[src/rtl/serial_adder_sched.sv]
// Bit-serial adder scheduler: two requesters share one external 1-bit full-adder cell.
// Optional SERIAL_ADDER_OVF_EN adds a two's-complement overflow flag on the response.
module serial_adder_sched #(
    parameter int WIDTH = 8
) (
    input  logic             clk,
    input  logic             rst,
    input  logic             req0_valid,
    output logic             req0_ready,
    input  logic [WIDTH-1:0] req0_a,
    input  logic [WIDTH-1:0] req0_b,
    input  logic             req0_cin,
    input  logic             req1_valid,
    output logic             req1_ready,
    input  logic [WIDTH-1:0] req1_a,
    input  logic [WIDTH-1:0] req1_b,
    input  logic             req1_cin,
    output logic             rsp_valid,
    input  logic             rsp_ready,
    output logic [WIDTH-1:0] rsp_sum,
    output logic             rsp_cout,
    output logic             rsp_id,
`ifdef SERIAL_ADDER_OVF_EN
    output logic             rsp_ovf,
`endif
    output logic             add_a,
    output logic             add_b,
    output logic             add_cin,
    input  logic             add_sumout,
    input  logic             add_cout
);

    localparam int CW = (WIDTH > 1) ? $clog2(WIDTH) : 1;
    localparam logic [CW-1:0] LAST = CW'(WIDTH - 1);

    typedef enum logic [1:0] {
        S_IDLE = 2'd0,
        S_RUN  = 2'd1,
        S_DONE = 2'd2
    } state_t;

    state_t           r_state;
    logic             r_last;
    logic [WIDTH-1:0] r_a;
    logic [WIDTH-1:0] r_b;
    logic [WIDTH-1:0] r_sum;
    logic             r_carry;
    logic [CW-1:0]    r_cnt;
    logic             r_id;
`ifdef SERIAL_ADDER_OVF_EN
    logic             r_ovf;
`endif

    logic w_idle;
    logic w_run;
    logic w_grant0;
    logic w_grant1;
    logic w_acc0;
    logic w_acc1;

    // r_last remembers the previous winner; a tie goes to the other one.
    assign w_grant0 = req0_valid & (~req1_valid | r_last);
    assign w_grant1 = req1_valid & (~req0_valid | ~r_last);

    // Gate with rst so nothing handshakes or toggles while reset is held.
    assign w_idle = (r_state == S_IDLE) & ~rst;
    assign w_run  = (r_state == S_RUN) & ~rst;

    assign req0_ready = w_idle & w_grant0;
    assign req1_ready = w_idle & w_grant1;
    assign w_acc0     = req0_valid & req0_ready;
    assign w_acc1     = req1_valid & req1_ready;

    // Operands shift right, so bit 0 is always the bit of the current cycle.
    assign add_a   = w_run & r_a[0];
    assign add_b   = w_run & r_b[0];
    assign add_cin = w_run & r_carry;

    assign rsp_valid = (r_state == S_DONE) & ~rst;
    assign rsp_sum   = r_sum;
    assign rsp_cout  = r_carry;
    assign rsp_id    = r_id;
`ifdef SERIAL_ADDER_OVF_EN
    assign rsp_ovf   = r_ovf;
`endif

    // Scheduler FSM: accept, stream one bit per cycle, hold result until taken.
    always_ff @(posedge clk) begin
        if (rst) begin
            r_state <= S_IDLE;
            r_last  <= 1'b1;
            r_a     <= '0;
            r_b     <= '0;
            r_sum   <= '0;
            r_carry <= 1'b0;
            r_cnt   <= '0;
            r_id    <= 1'b0;
`ifdef SERIAL_ADDER_OVF_EN
            r_ovf   <= 1'b0;
`endif
        end else begin
            unique case (r_state)
                S_IDLE: begin
                    if (w_acc0 | w_acc1) begin
                        r_a     <= w_acc1 ? req1_a : req0_a;
                        r_b     <= w_acc1 ? req1_b : req0_b;
                        r_carry <= w_acc1 ? req1_cin : req0_cin;
                        r_sum   <= '0;
                        r_cnt   <= '0;
                        r_id    <= w_acc1;
                        r_last  <= w_acc1;
`ifdef SERIAL_ADDER_OVF_EN
                        r_ovf   <= 1'b0;
`endif
                        r_state <= S_RUN;
                    end
                end
                S_RUN: begin
                    r_sum[r_cnt] <= add_sumout;
                    r_carry      <= add_cout;
                    r_a          <= r_a >> 1;
                    r_b          <= r_b >> 1;
                    r_cnt        <= r_cnt + CW'(1);
                    if (r_cnt == LAST) begin
`ifdef SERIAL_ADDER_OVF_EN
                        // add_cin here is the carry into the MSB.
                        r_ovf   <= add_cin ^ add_cout;
`endif
                        r_state <= S_DONE;
                    end
                end
                S_DONE: begin
                    if (rsp_ready) begin
                        r_state <= S_IDLE;
                    end
                end
                default: begin
                    r_state <= S_IDLE;
                end
            endcase
        end
    end

endmodule
[config.mk]
export PLATFORM = sky130hd
export DESIGN_NAME = serial_adder_sched
export DESIGN_NICKNAME = d
export VERILOG_FILES = /design/src/rtl/serial_adder_sched.sv
export SDC_FILE = /design/constraint.sdc
export NUM_CORES = 1
export LEC_CHECK = 0
export CORE_ASPECT_RATIO = 1.4
export CORE_MARGIN = 8
export CORE_UTILIZATION = 47
export CTS_CLUSTER_DIAMETER = 80
export DETAILED_ROUTE_END_ITERATION = 10
export GPL_TIMING_DRIVEN = 1
export HOLD_SLACK_MARGIN = 0.02
export PLACE_DENSITY = 0.84
export SLEW_MARGIN = 20
export SYNTH_ARGS = -nofsm -noshare
export SYNTH_HDL_FRONTEND = slang
export SYNTH_SLANG_ARGS = --single-unit
export TNS_END_PERCENT = 1
[constraint.sdc]
create_clock -name clk -period 3.5 [get_ports clk]
set_input_delay 0.35 -clock clk [delete_from_list [all_inputs] [get_ports clk]]
set_output_delay 0.35 -clock clk [all_outputs]
set_load 0.03 [all_outputs]
# Word-level counts from Yosys, hierarchy flattened
# Cells that the tools add are included.
[totals] reg_bits=32 elab_cells=62 out_inout_bits=16 input_bits=41
[op_classes] n_mux=20 n_eq_ne=6 n_addsub=1 reduce_logical=6 n_bitwise=19 n_lt_le_gt_ge=2
[op_table] operator="8-bit one-hot mux with 2 select lines" count=3
[op_table] operator="8-bit 2-to-1 mux" count=5
[op_table] operator="1-bit AND" count=12
[op_table] operator="8-bit bitwise mux" count=1
[op_table] operator="2-bit 2-to-1 mux" count=3
[op_table] operator="2-bit one-hot mux with 3 select lines" count=1
[op_table] operator="3-bit one-hot mux with 2 select lines" count=1
[op_table] operator="3-bit by 4-bit < comparator with 1-bit output, second input constant" count=1
[op_table] operator="2-bit by 1-bit inequality test with 1-bit output, second input constant" count=2
[op_table] operator="1-bit inverter" count=4
[op_table] operator="2-bit AND reduction" count=2
[op_table] operator="3-bit by 1-bit adder with 3-bit output, second input constant" count=1
[op_table] operator="1-bit demux with 3-bit select" count=1
[op_table] operator="3-bit equality test, second input constant" count=1
[op_table] operator="3-bit by 1-bit greater-or-equal comparator with 1-bit output, second input constant" count=1
[op_table] operator="1-bit 2-to-1 mux" count=3
[op_table] operator="3-bit 2-to-1 mux" count=1
[op_table] operator="1-bit bitwise OR" count=3
[op_table] operator="3-bit AND reduction" count=1
[op_table] operator="2-bit by 1-bit equality test with 1-bit output, second input constant" count=1
[op_table] operator="2-bit equality test, second input constant" count=1
[op_table] operator="2-bit logical NOT" count=1
[op_table] operator="2-bit inequality test, second input constant" count=1
[op_table] operator="1-bit one-hot mux with 2 select lines" count=1
[op_table] operator="other kinds (2)" count=2

# Logic depth before layout (Yosys ltp)
# Gate-level depths: netlist of run 1.
[depth] depth_word=8 mapped_depth=7 ltp_nobuf=5

# Worst setup path after synthesis of run 1
# No wires, ideal clock.
[synth_timing] path_type="reg2out" start="reg r_state[1]" end="out req0_ready" path_buffers=1 slack_ns=1.711 required_ns=3.150 t_arrival_ns=1.439 stages_incl_launch_ff=5 path_cell_list="dfxtp_1 > buf_6 > or3_1 > or3b_2 > inv_1"
[synth_between] elab_chain_len=3
[synth_lines] item="start, declared" line="42" text="state_t r_state;"
[synth_lines] item="start signal, assigned" line="90" text="r_state <= S_IDLE;"
[synth_lines] item="start signal, assigned" line="115" text="r_state <= S_RUN;"
[synth_lines] item="start signal, assigned" line="129" text="r_state <= S_DONE;"
[synth_lines] item="2-bit logical NOT" line="66" text="assign w_idle = (r_state == S_IDLE) & ~rst;"
[synth_lines] item="1-bit AND" line="66"
[synth_lines] item="1-bit AND" line="69" text="assign req0_ready = w_idle & w_grant0;"
[synth_lines] item="end, declared" line="9" text="output logic req0_ready,"
# No other way between the ends.

# Worst setup path in the final report of run 1
[layout_timing] start="in rst" end="out req1_ready"
[layout_between] elab_chain_len=3
[layout_lines] item="start, declared" line="7" text="input logic rst,"
[layout_lines] item="1-bit inverter" line="66"
[layout_lines] item="1-bit AND" line="66"
[layout_lines] item="1-bit AND" line="70" text="assign req1_ready = w_idle & w_grant1;"
[layout_lines] item="end, declared" line="14" text="output logic req1_ready,"
# No other way between the ends.

==> results.cfg, run 1 <==
[yosys]
ys_types = 34
yosysSeqAreaShare_pct = 40.83
yosys_register_bits = 32
synth.avg_cell_area_um2 = 7.845
synth_ff_type = dfxtp_1
syn-num-nets = 243
synthCells = 200
netlist_area_mm2 = 0.001569
synth-edff-count = 0
ys_warn_count = 0
synthArstFlopShare_pct = 0

[clock_tree]
post_cts_buffers = 0
tritoncts = built
cts_buffers = 5
clock_path_buffers = 2
clk_pin_slew_worst_paths_ps = 60
ctsHoldBuffers = 0
htreeDepth = 2
clock-sinks = 32
clk_root_buffer_cell = clkbuf_8
cts_resized = 0
insertion_delay_ps = 280

[die]
die_h_um = 84.37
rows = 25
coreArea_mm2 = 0.003284
ioPinCount = 57
initial_core_util_pct = 47.77
dieArea_mm2 = 0.005469
die_w_um = 64.83

[placed_design]
port-buffer-count = 56
hpwl_mm = 3.157
gp_congestion = 0.7635

[worst_setup_path]
crit_path_end_kind = output port
crit_family = buffers and inverters
crit_buf_inv = 3
cpMostUsedCell = clkdlybuf4s50_1
arrival_ps = 2410
cp.required_ps = 3150
path_max_fanout = 17
crit_chain = clkdlybuf4s50_1 -> or3_1 -> or2_1 -> clkinv_1 -> clkdlybuf4s50_1
start_kind = input pin
cp_slowest_cell = clkdlybuf4s50_1
critPathMaxStageDelay_ps = 740
path_class = in2out

[detailed_routing]
vias = 1637
drt_wl_total_mm = 4.446
viasPerCell = 5.568
drtIter0Drc = 87
drc_errors = 0
drt_pre_antenna_iters = 4
postRouteAntennaNets = 0
routedWlPerCell_um = 15.12

[sta]
rsz0062_at_grt = false
fin_crit_ps = 2761
finalHoldViolCount = 0
relSlewSlack_pct = 67.39
fmax_ghz = 0.3622
fin_crit_sh_pct = 78.89
fin_hold_ws_ps = 451.4
tightest_slew_ps = 489.1
tns_ps = 0
finClkSkew_ps = 4.439
finalSetupViolCount = 0
final_max_slew_viol_count = 0

[global_route]
antenna_found_initial = 0
gr-usage-all-layers_pct = 16.25
grt_pass1_wl_mm = 7.410
grt_max_degree = 24
grt_pass1_vias = 1641
overflow = 0

[final_layout]
fin_nets = 297
area_delta_synth_final_pct = 42.66
antennaDiodeCount = 0
layout_common_cells = clkdlybuf4s50_1, dfxtp_1, nor2_1
layout_commonest_cell = clkdlybuf4s50_1
drive_gt1_share_pct = 6.299

[power_and_ir_drop]
p_per_area_mw_per_mm2 = 435.2
irDropWorstVdd_uv = 334.2
leakage_nw = 0.8302

[job]
cap_violations = 0

[status]
status = finished, final reports clean

[min_path]
min_path_type = reg2reg
## logic make-up after synthesis
| kind of cell | synth area share, % |
|---|---|
| and+or+nand+nor | 23.84 |
| AOI/OAI and AO/OA | 26.56 |
| DFF | 40.83 |
| buffers and inverters | 5.263 |
| muxes | 1.914 |
| adders and majority gates | 1.595 |
## flip-flops by register name, summed over array words and instances, names as in the netlist
register / flops
r_b: 8
rsp_id: 1
r_cnt: 3
r_a: 8
r_state: 2
r_last: 1
rsp_sum: 8
rsp_cout: 1
## through the flow
step,area (um2),worst slack [ps],power (mW),std cells,utilization [%]
floorplan,1569,1711,0.5782,200,-
global placement,2142,760.0,0.6745,287,65.22
detailed placement,2142,733.3,0.6781,287,65.22
CTS,2238,735.6,0.9819,294,68.15
global route,2238,686.9,1.030,294,68.15
finish,2238,739.0,0.9741,294,68.15
## power by group
part	switching [mW]	total, mW	internal (mW)
clock	0.127	0.302	0.175
combinational	0.128	0.239	0.112
sequential	0.0271	0.432	0.405
## routing by layer
layer  vias up  share of wire [%]  GRT usage [%]  wire (um)
li1        820                  -              -          -
met1       755                 43          18.39       1905
met2        52                 49          27.22       2184
met3        10                5.9          5.326        261
met4         0                2.1          6.175         95
met5         -                  0              0          0
## worst register-to-register path: stages, from the launching register on
cell and delay, ps:
dfxtp_1 390, or3_1 380, or2_1 250, buf_4 220, mux2_4 320, o221a_1 230
## synthesized netlist by cell type (2+ instances only)
master | instances | area share [%]
buf_6 | 2 | 1.4
nor2b_1 | 4 | 1.6
nor2_1 | 27 | 6.5
clkbuf_1 | 10 | 2.4
o32ai_1 | 3 | 1.7
mux2_4 | 2 | 1.9
o221a_1 | 2 | 1.4
dfxtp_1 | 32 | 41
a31oi_1 | 2 | 0.80
o31ai_1 | 12 | 5.7
o21ai_0 | 23 | 7.3
inv_1 | 3 | 0.72
nand2_1 | 19 | 4.5
nor3_1 | 17 | 5.4
and3_1 | 2 | 0.80
nand2b_1 | 4 | 1.6
ha_1 | 2 | 1.6
nand3_1 | 2 | 0.64
nor3b_1 | 2 | 0.96
a21oi_1 | 15 | 4.8
a22oi_1 | 2 | 0.96
## worst paths after layout
path / start / endpoint / slack, ps / cells past startpoint
hold reg to reg: r_b[5]$_SDFFE_PP0P_ / r_b[5]$_SDFFE_PP0P_ / 450 / 2
setup reg to reg: r_state[1]$_SDFFE_PP0P_ / r_a[7]$_SDFFE_PP0P_ / 1600 / 5
setup / recovery: rst / req1_ready / 740 / 5
hold / removal: r_b[5]$_SDFFE_PP0P_ / r_b[5]$_SDFFE_PP0P_ / 450 / 2
## final cells by class
class	instances	area [um2]
Clock buffer	7	96.34
Fill cell	295	1046
Inverter	4	15.01
Multi-Input combinational cell	151	845.8
Sequential cell	32	640.6
Tap cell	40	50.05
Timing Repair Buffer	60	590.6
(Power assumes the default switching activity.)
==> run 2, diff against run 1 <==
--- a/config.mk
+++ b/config.mk
@@ -7,12 +7,12 @@
 export LEC_CHECK = 0
 export CORE_ASPECT_RATIO = 1.4
 export CORE_MARGIN = 8
-export CORE_UTILIZATION = 47
+export CORE_UTILIZATION = 40
 export CTS_CLUSTER_DIAMETER = 80
 export DETAILED_ROUTE_END_ITERATION = 10
 export GPL_TIMING_DRIVEN = 1
 export HOLD_SLACK_MARGIN = 0.02
-export PLACE_DENSITY = 0.84
+export PLACE_DENSITY = 0.76
 export SLEW_MARGIN = 20
 export SYNTH_ARGS = -nofsm -noshare
 export SYNTH_HDL_FRONTEND = slang
==> constraint.sdc (replaced) <==
create_clock -name clk -period 2.3 [get_ports clk]
set_input_delay 0.23 -clock clk [delete_from_list [all_inputs] [get_ports clk]]
set_output_delay 0.23 -clock clk [all_outputs]
set_load 0.03 [all_outputs]
==> run 2 against run 1 <==
Against the previous run:
- first-iteration DRC count rose by 3.4%
- clock-buffer cell count shrank 1
- sequential power grew 53%
- sequential share of layout area fell by 0.53 points
- final cell count is 3.1% higher
- die area increased by 14%
- final area is 1.9% higher
- core utilization shrank 8.9 points
- clock skew grew 1.6 ps
- via count is essentially flat
- power grew 60%
- highest routed layer unchanged
==> results.cfg, run 2 (same netlist as run 1, synthesis figures left out) <==
[status]
status = finished, final reports clean

[worst_setup_path]
crit_path_end_kind = output port
ff2ff_setup_slack_ps = 420
start_kind = flip-flop
cp.required_ps = 2070
reg2reg_depth = 5
r2r-end = r_a[7]$_SDFFE_PP0P_
path_max_fanout = 7
path_class = reg2out
arrival_ps = 1770
rr_startpoint = r_state[0]$_SDFFE_PP0P_

[clock_tree]
htreeDepth = 2
clk_root_buffer_cell = clkbuf_8
tritoncts = built
clock_path_buffers = 2
clk_pin_slew_worst_paths_ps = 70
clock-sinks = 32
post_cts_buffers = 0
cts_buffers = 5
insertion_delay_ps = 280

[detailed_routing]
drt_pre_antenna_iters = 4
met1Wirelength_mm = 1.905
vias = 1638
drt_wl_total_mm = 4.676
drc_errors = 0
postRouteAntennaNets = 0
routedWlPerCell_um = 15.43
maxUsedRoutingLayer = met4
wl_met2_mm = 2.414
viasPerCell = 5.406
wl_met3_um = 277
drtIter0Drc = 90

[final_layout]
area_delta_synth_final_pct = 45.37
seq_area_um2 = 640.6
drive_gt1_share_pct = 10.00
layout_commonest_cell = clkdlybuf4s50_1
fin_nets = 302
post-route-cell-area_mm2 = 0.002281
fillers = 360
final_util_pct = 59.23
antennaDiodeCount = 0
multi_input_area_um2 = 845.8
layout_common_cells = clkdlybuf4s50_1, dfxtp_1, nor2_1

[global_route]
grt_max_degree = 24
grt_pass1_wl_mm = 7.734
overflow = 0
gr-usage-all-layers_pct = 15.53
grt_pass1_vias = 1739
antenna_found_initial = 0

[min_path]
min_path_type = reg2reg
hold_start = r_a[6]$_SDFFE_PP0P_
min_path_cells = 2
hold_end = r_a[6]$_SDFFE_PP0P_

[placed_design]
gp_congestion = 0.8054
port-buffer-count = 56
placed_cell_area_mm2 = 0.002171
hpwl_mm = 3.447

[power_and_ir_drop]
finalPower_mw = 1.562
leakage_nw = 0.8872
p_per_area_mw_per_mm2 = 684.6
irDropWorstVdd_uv = 430.1

[sta]
finalSetupViolCount = 0
finClkSkew_ps = 5.998
tightest_slew_ps = 507.6
fmax_ghz = 0.5011
fin_crit_sh_pct = 86.76
finalHoldViolCount = 0
tns_ps = 0
relSlewSlack_pct = 66.16
fin_crit_ps = 1996
final_max_slew_viol_count = 0
rsz0062_at_grt = false

[die]
initial_core_util_pct = 40.74
rows = 27
die_h_um = 90.11
ioPinCount = 57
coreArea_mm2 = 0.003851
dieArea_mm2 = 0.006211
die_w_um = 68.93

[job]
cap_violations = 0
## run 2: cell count changes in the layout (fill, tap and decap cells not counted), sizes merged
cell and change:
buf +10, clkdlybuf4s50 -6, bufinv +1, clkbuf -1, clkinv +1, dlymetal6s2s +1
## run 2: how the worst max path moves through the flow
| stage | from | end | cells past startpoint |
|---|---|---|---|
| floorplan | r_state[1]$_SDFFE_PP0P_ | r_a[7]$_SDFFE_PP0P_ | 6 |
| global placement | rst | req1_ready | 5 |
| detailed placement | rst | req1_ready | 5 |
| CTS | rst | req1_ready | 5 |
| global route | r_state[0]$_SDFFE_PP0P_ | req0_ready | 4 |
| finish | r_state[0]$_SDFFE_PP0P_ | req0_ready | 4 |
## run 2: stage by stage
stage / setup WS [ps] / std cells / hold slack, ps
finish: 304.5 / 303 / 451.1
global route: 242.4 / 303 / 488.5
CTS: 32.18 / 303 / 454.3
detailed placement: 36.95 / 295 / 439.7
global placement: 60.93 / 295 / 428.2
floorplan: 533.9 / 200 / 419.1
## run 2: per-layer routing
layer | up-vias | global-route usage (%)
met5 | - | 0
met3 | 10 | 4.720
met1 | 751 | 17.43
met2 | 48 | 26.21
met4 | 0 | 5.210
li1 | 829 | -
## run 2: critical path, stage by stage, from the launching register on
cell and delay (ps):
dfxtp_1 360, or3_1 400, or3b_2 500, inv_1 80, buf_4 150
## run 2: power breakdown
part	leakage, nW	internal [mW]	switching [mW]
Sequential	0.263	0.616	0.0438
Clock	0.0552	0.321	0.206
Combinational	0.569	0.176	0.199
Total	0.887	1.11	0.448
## run 2: what timing repair did
action                     in CTS  in global routing
hold buffers                    0                  0
gates resized for setup         0                  1
setup endpoints to repair       0                  1
## run 2: final cells by class
class / instances / area share [%]
Tap cell: 43 / 2.359
Clock buffer: 6 / 3.182
Multi-Input combinational cell: 151 / 37.08
Timing Repair Buffer: 65 / 27.10
Clock inverter: 2 / 1.536
Sequential cell: 32 / 28.09
Inverter: 4 / 0.6583
==> run 3, diff against run 2 <==
--- a/config.mk
+++ b/config.mk
@@ -5,9 +5,10 @@
 export SDC_FILE = /design/constraint.sdc
 export NUM_CORES = 1
 export LEC_CHECK = 0
+export ABC_AREA = 1
 export CORE_ASPECT_RATIO = 1.4
 export CORE_MARGIN = 8
-export CORE_UTILIZATION = 40
+export CORE_UTILIZATION = 41
 export CTS_CLUSTER_DIAMETER = 80
 export DETAILED_ROUTE_END_ITERATION = 10
 export GPL_TIMING_DRIVEN = 1
==> run 3 against run 2 <==
Against the previous run:
- via count is 14% higher
- sequential share of layout area is 1.3 points lower
- clock skew is essentially flat
- synthesized area grew 10%
- die area is 6.1% higher
- critical path depth grew 1
- critical endpoint unchanged
==> results.cfg, run 3 <==
[final_layout]
area_delta_synth_final_pct = 38.12
seq_area_um2 = 640.6
post-route-cell-area_mm2 = 0.002394
layout_commonest_cell = nand2_1
fillers = 409
fin_nets = 369
drive_gt1_share_pct = 6.116
layout_common_cells = nand2_1, clkdlybuf4s50_1, nor2_1
fin_cells = 372
antennaDiodeCount = 0
multi_input_area_um2 = 947.2

[detailed_routing]
viasPerCell = 5.013
drtIter0Drc = 84
drt_pre_antenna_iters = 4
drc_errors = 0
vias = 1865
drt_wl_total_mm = 4.534
routedWlPerCell_um = 12.19
postRouteAntennaNets = 0

[min_path]
min_path_type = reg2reg

[yosys]
synthCells = 275
synth_area_leaders = dfxtp_1, nand2_1, nor2_1, a21oi_1, o21ai_0
syn-num-nets = 318
synth.avg_cell_area_um2 = 6.301
ys_warn_count = 0
ys_types = 23
netlist_area_mm2 = 0.001733
yosysTopAreaCellShare_pct = 36.97
yosysTopAreaCell = dfxtp_1
synth_ff_type = dfxtp_1
synth-edff-count = 0
yosysSeqAreaShare_pct = 36.97
synthArstFlopShare_pct = 0
yosys_register_bits = 32
yosysMostFrequentCell = nand2_1
synth.top_cells.by_count = nand2_1, nor2_1, dfxtp_1, a21oi_1, o21ai_0

[worst_setup_path]
crit_family = buffers and inverters
arrival_ps = 1790
ff2ff_setup_slack_ps = 760
path_class = in2out
crit_buf_inv = 3
critPathMaxStageDelay_ps = 670
path_max_fanout = 4
cp.required_ps = 2070
start_kind = input pin
crit_chain = clkdlybuf4s50_1 -> a21boi_0 -> nand2_2 -> inv_1 -> clkdlybuf4s50_1
cpMostUsedCell = clkdlybuf4s50_1
cp_slowest_cell = clkdlybuf4s50_1
crit_path_end_kind = output port

[clock_tree]
htreeDepth = 2
tritoncts = built
cts_buffers = 5
cts_resized = 0
clock-sinks = 32
post_cts_buffers = 0
insertion_delay_ps = 280
clock_path_buffers = 2
clk_pin_slew_worst_paths_ps = 70
ctsHoldBuffers = 0
clk_root_buffer_cell = clkbuf_8

[sta]
final_max_slew_viol_count = 0
tightest_slew_ps = 493.4
relSlewSlack_pct = 66.99
rsz0062_at_grt = false
fin_crit_sh_pct = 87.75
tns_ps = 0
finalSetupViolCount = 0
fin_crit_ps = 2018
finalHoldViolCount = 0
fmax_ghz = 0.4955
finClkSkew_ps = 6.200

[die]
die_h_um = 92.93
dieArea_mm2 = 0.006593
rows = 28
initial_core_util_pct = 41.92
ioPinCount = 57
die_w_um = 70.95
coreArea_mm2 = 0.004134

[power_and_ir_drop]
p_per_area_mw_per_mm2 = 597.0
irDropWorstVdd_uv = 524.9
leakage_nw = 0.9978

[placed_design]
port-buffer-count = 56
placed_cell_area_mm2 = 0.002303
hpwl_mm = 3.345
gp_congestion = 0.7622
place_inst = 364

[global_route]
overflow = 0
gr-usage-all-layers_pct = 14.43
grt_pass1_vias = 1814
antenna_found_initial = 0
grt_pass1_wl_mm = 7.810
grt_max_degree = 43

[status]
status = finished, final reports clean

[job]
cap_violations = 0
==> run 3: cell types whose count changed in the layout (fill, tap and decap cells not counted), moves of 8 or more <==
cell,delta
nand2_1,+75
nor3_1,-16
a21oi_1,+12
inv_1,+10
nor2_1,+10
buf_4,-8
nand4_1,+8
==> run 3: cell type report <==
type | instances | area share, %
Timing Repair Buffer | 61 | 24.88
Clock buffer | 8 | 3.764
Tap cell | 45 | 2.352
Sequential cell | 32 | 26.76
Multi-Input combinational cell | 209 | 39.57
Inverter | 17 | 2.666
==> run 3: final timing paths <==
kind | endpoint | cells past startpoint | start
max | req0_ready | 5 | req0_valid
min | rsp_sum[1]$_SDFFE_PP0P_ | 2 | rsp_sum[1]$_SDFFE_PP0P_
max reg2reg | r_a[5]$_SDFFE_PP0P_ | 9 | r_state[0]$_SDFFE_PP0P_
min reg2reg | rsp_sum[1]$_SDFFE_PP0P_ | 2 | rsp_sum[1]$_SDFFE_PP0P_
==> run 3: cell families (layout without fill, tap and decap cells) <==
family	after synthesis	in the layout	share of synthesized area, %
buffers and inverters	34	86	8.375
flip-flops	32	32	36.97
adder cells (fa/ha/maj)	2	2	1.444
AO/OA/AOI/OAI	57	57	17.76
AND/OR/NAND/NOR	150	150	35.45
==> run 3: per-stage QoR <==
stage / hold WS (ps) / power [mW] / setup slack (ps) / utilization [%]
floorplan: 299.1 / 0.8737 / 824.9 / -
global placement: 446.2 / 0.9983 / 290.8 / 55.72
detailed placement: 453.3 / 1.004 / 268.6 / 55.72
CTS: 462.4 / 1.443 / 261.2 / 57.90
global route: 476.5 / 1.523 / 116.7 / 57.90
finish: 460.9 / 1.429 / 281.7 / 57.90
==> run 3: layer usage <==
layer | routed length (um) | share of wire [%] | global-route usage, % | vias to the layer above
met2 | 2418 | 53 | 27.00 | 43
met5 | 0 | 0 | 0 | -
met4 | 50 | 1.1 | 5.575 | 0
met1 | 1865 | 41 | 14.46 | 828
met3 | 199 | 4.4 | 4.324 | 6
li1 | - | - | - | 988
==> run 3: worst reg2reg max path, delay by kind of cell (launching register included) <==
kind          cells  cell delay (ps)
simple gates      7              660
buf+inv           2              410
flops             1              350
==> run 3: power breakdown <==
part           switching [mW]  internal, mW
combinational           0.196         0.158
sequential             0.0322         0.605
clock                   0.194         0.244
total                   0.422          1.01
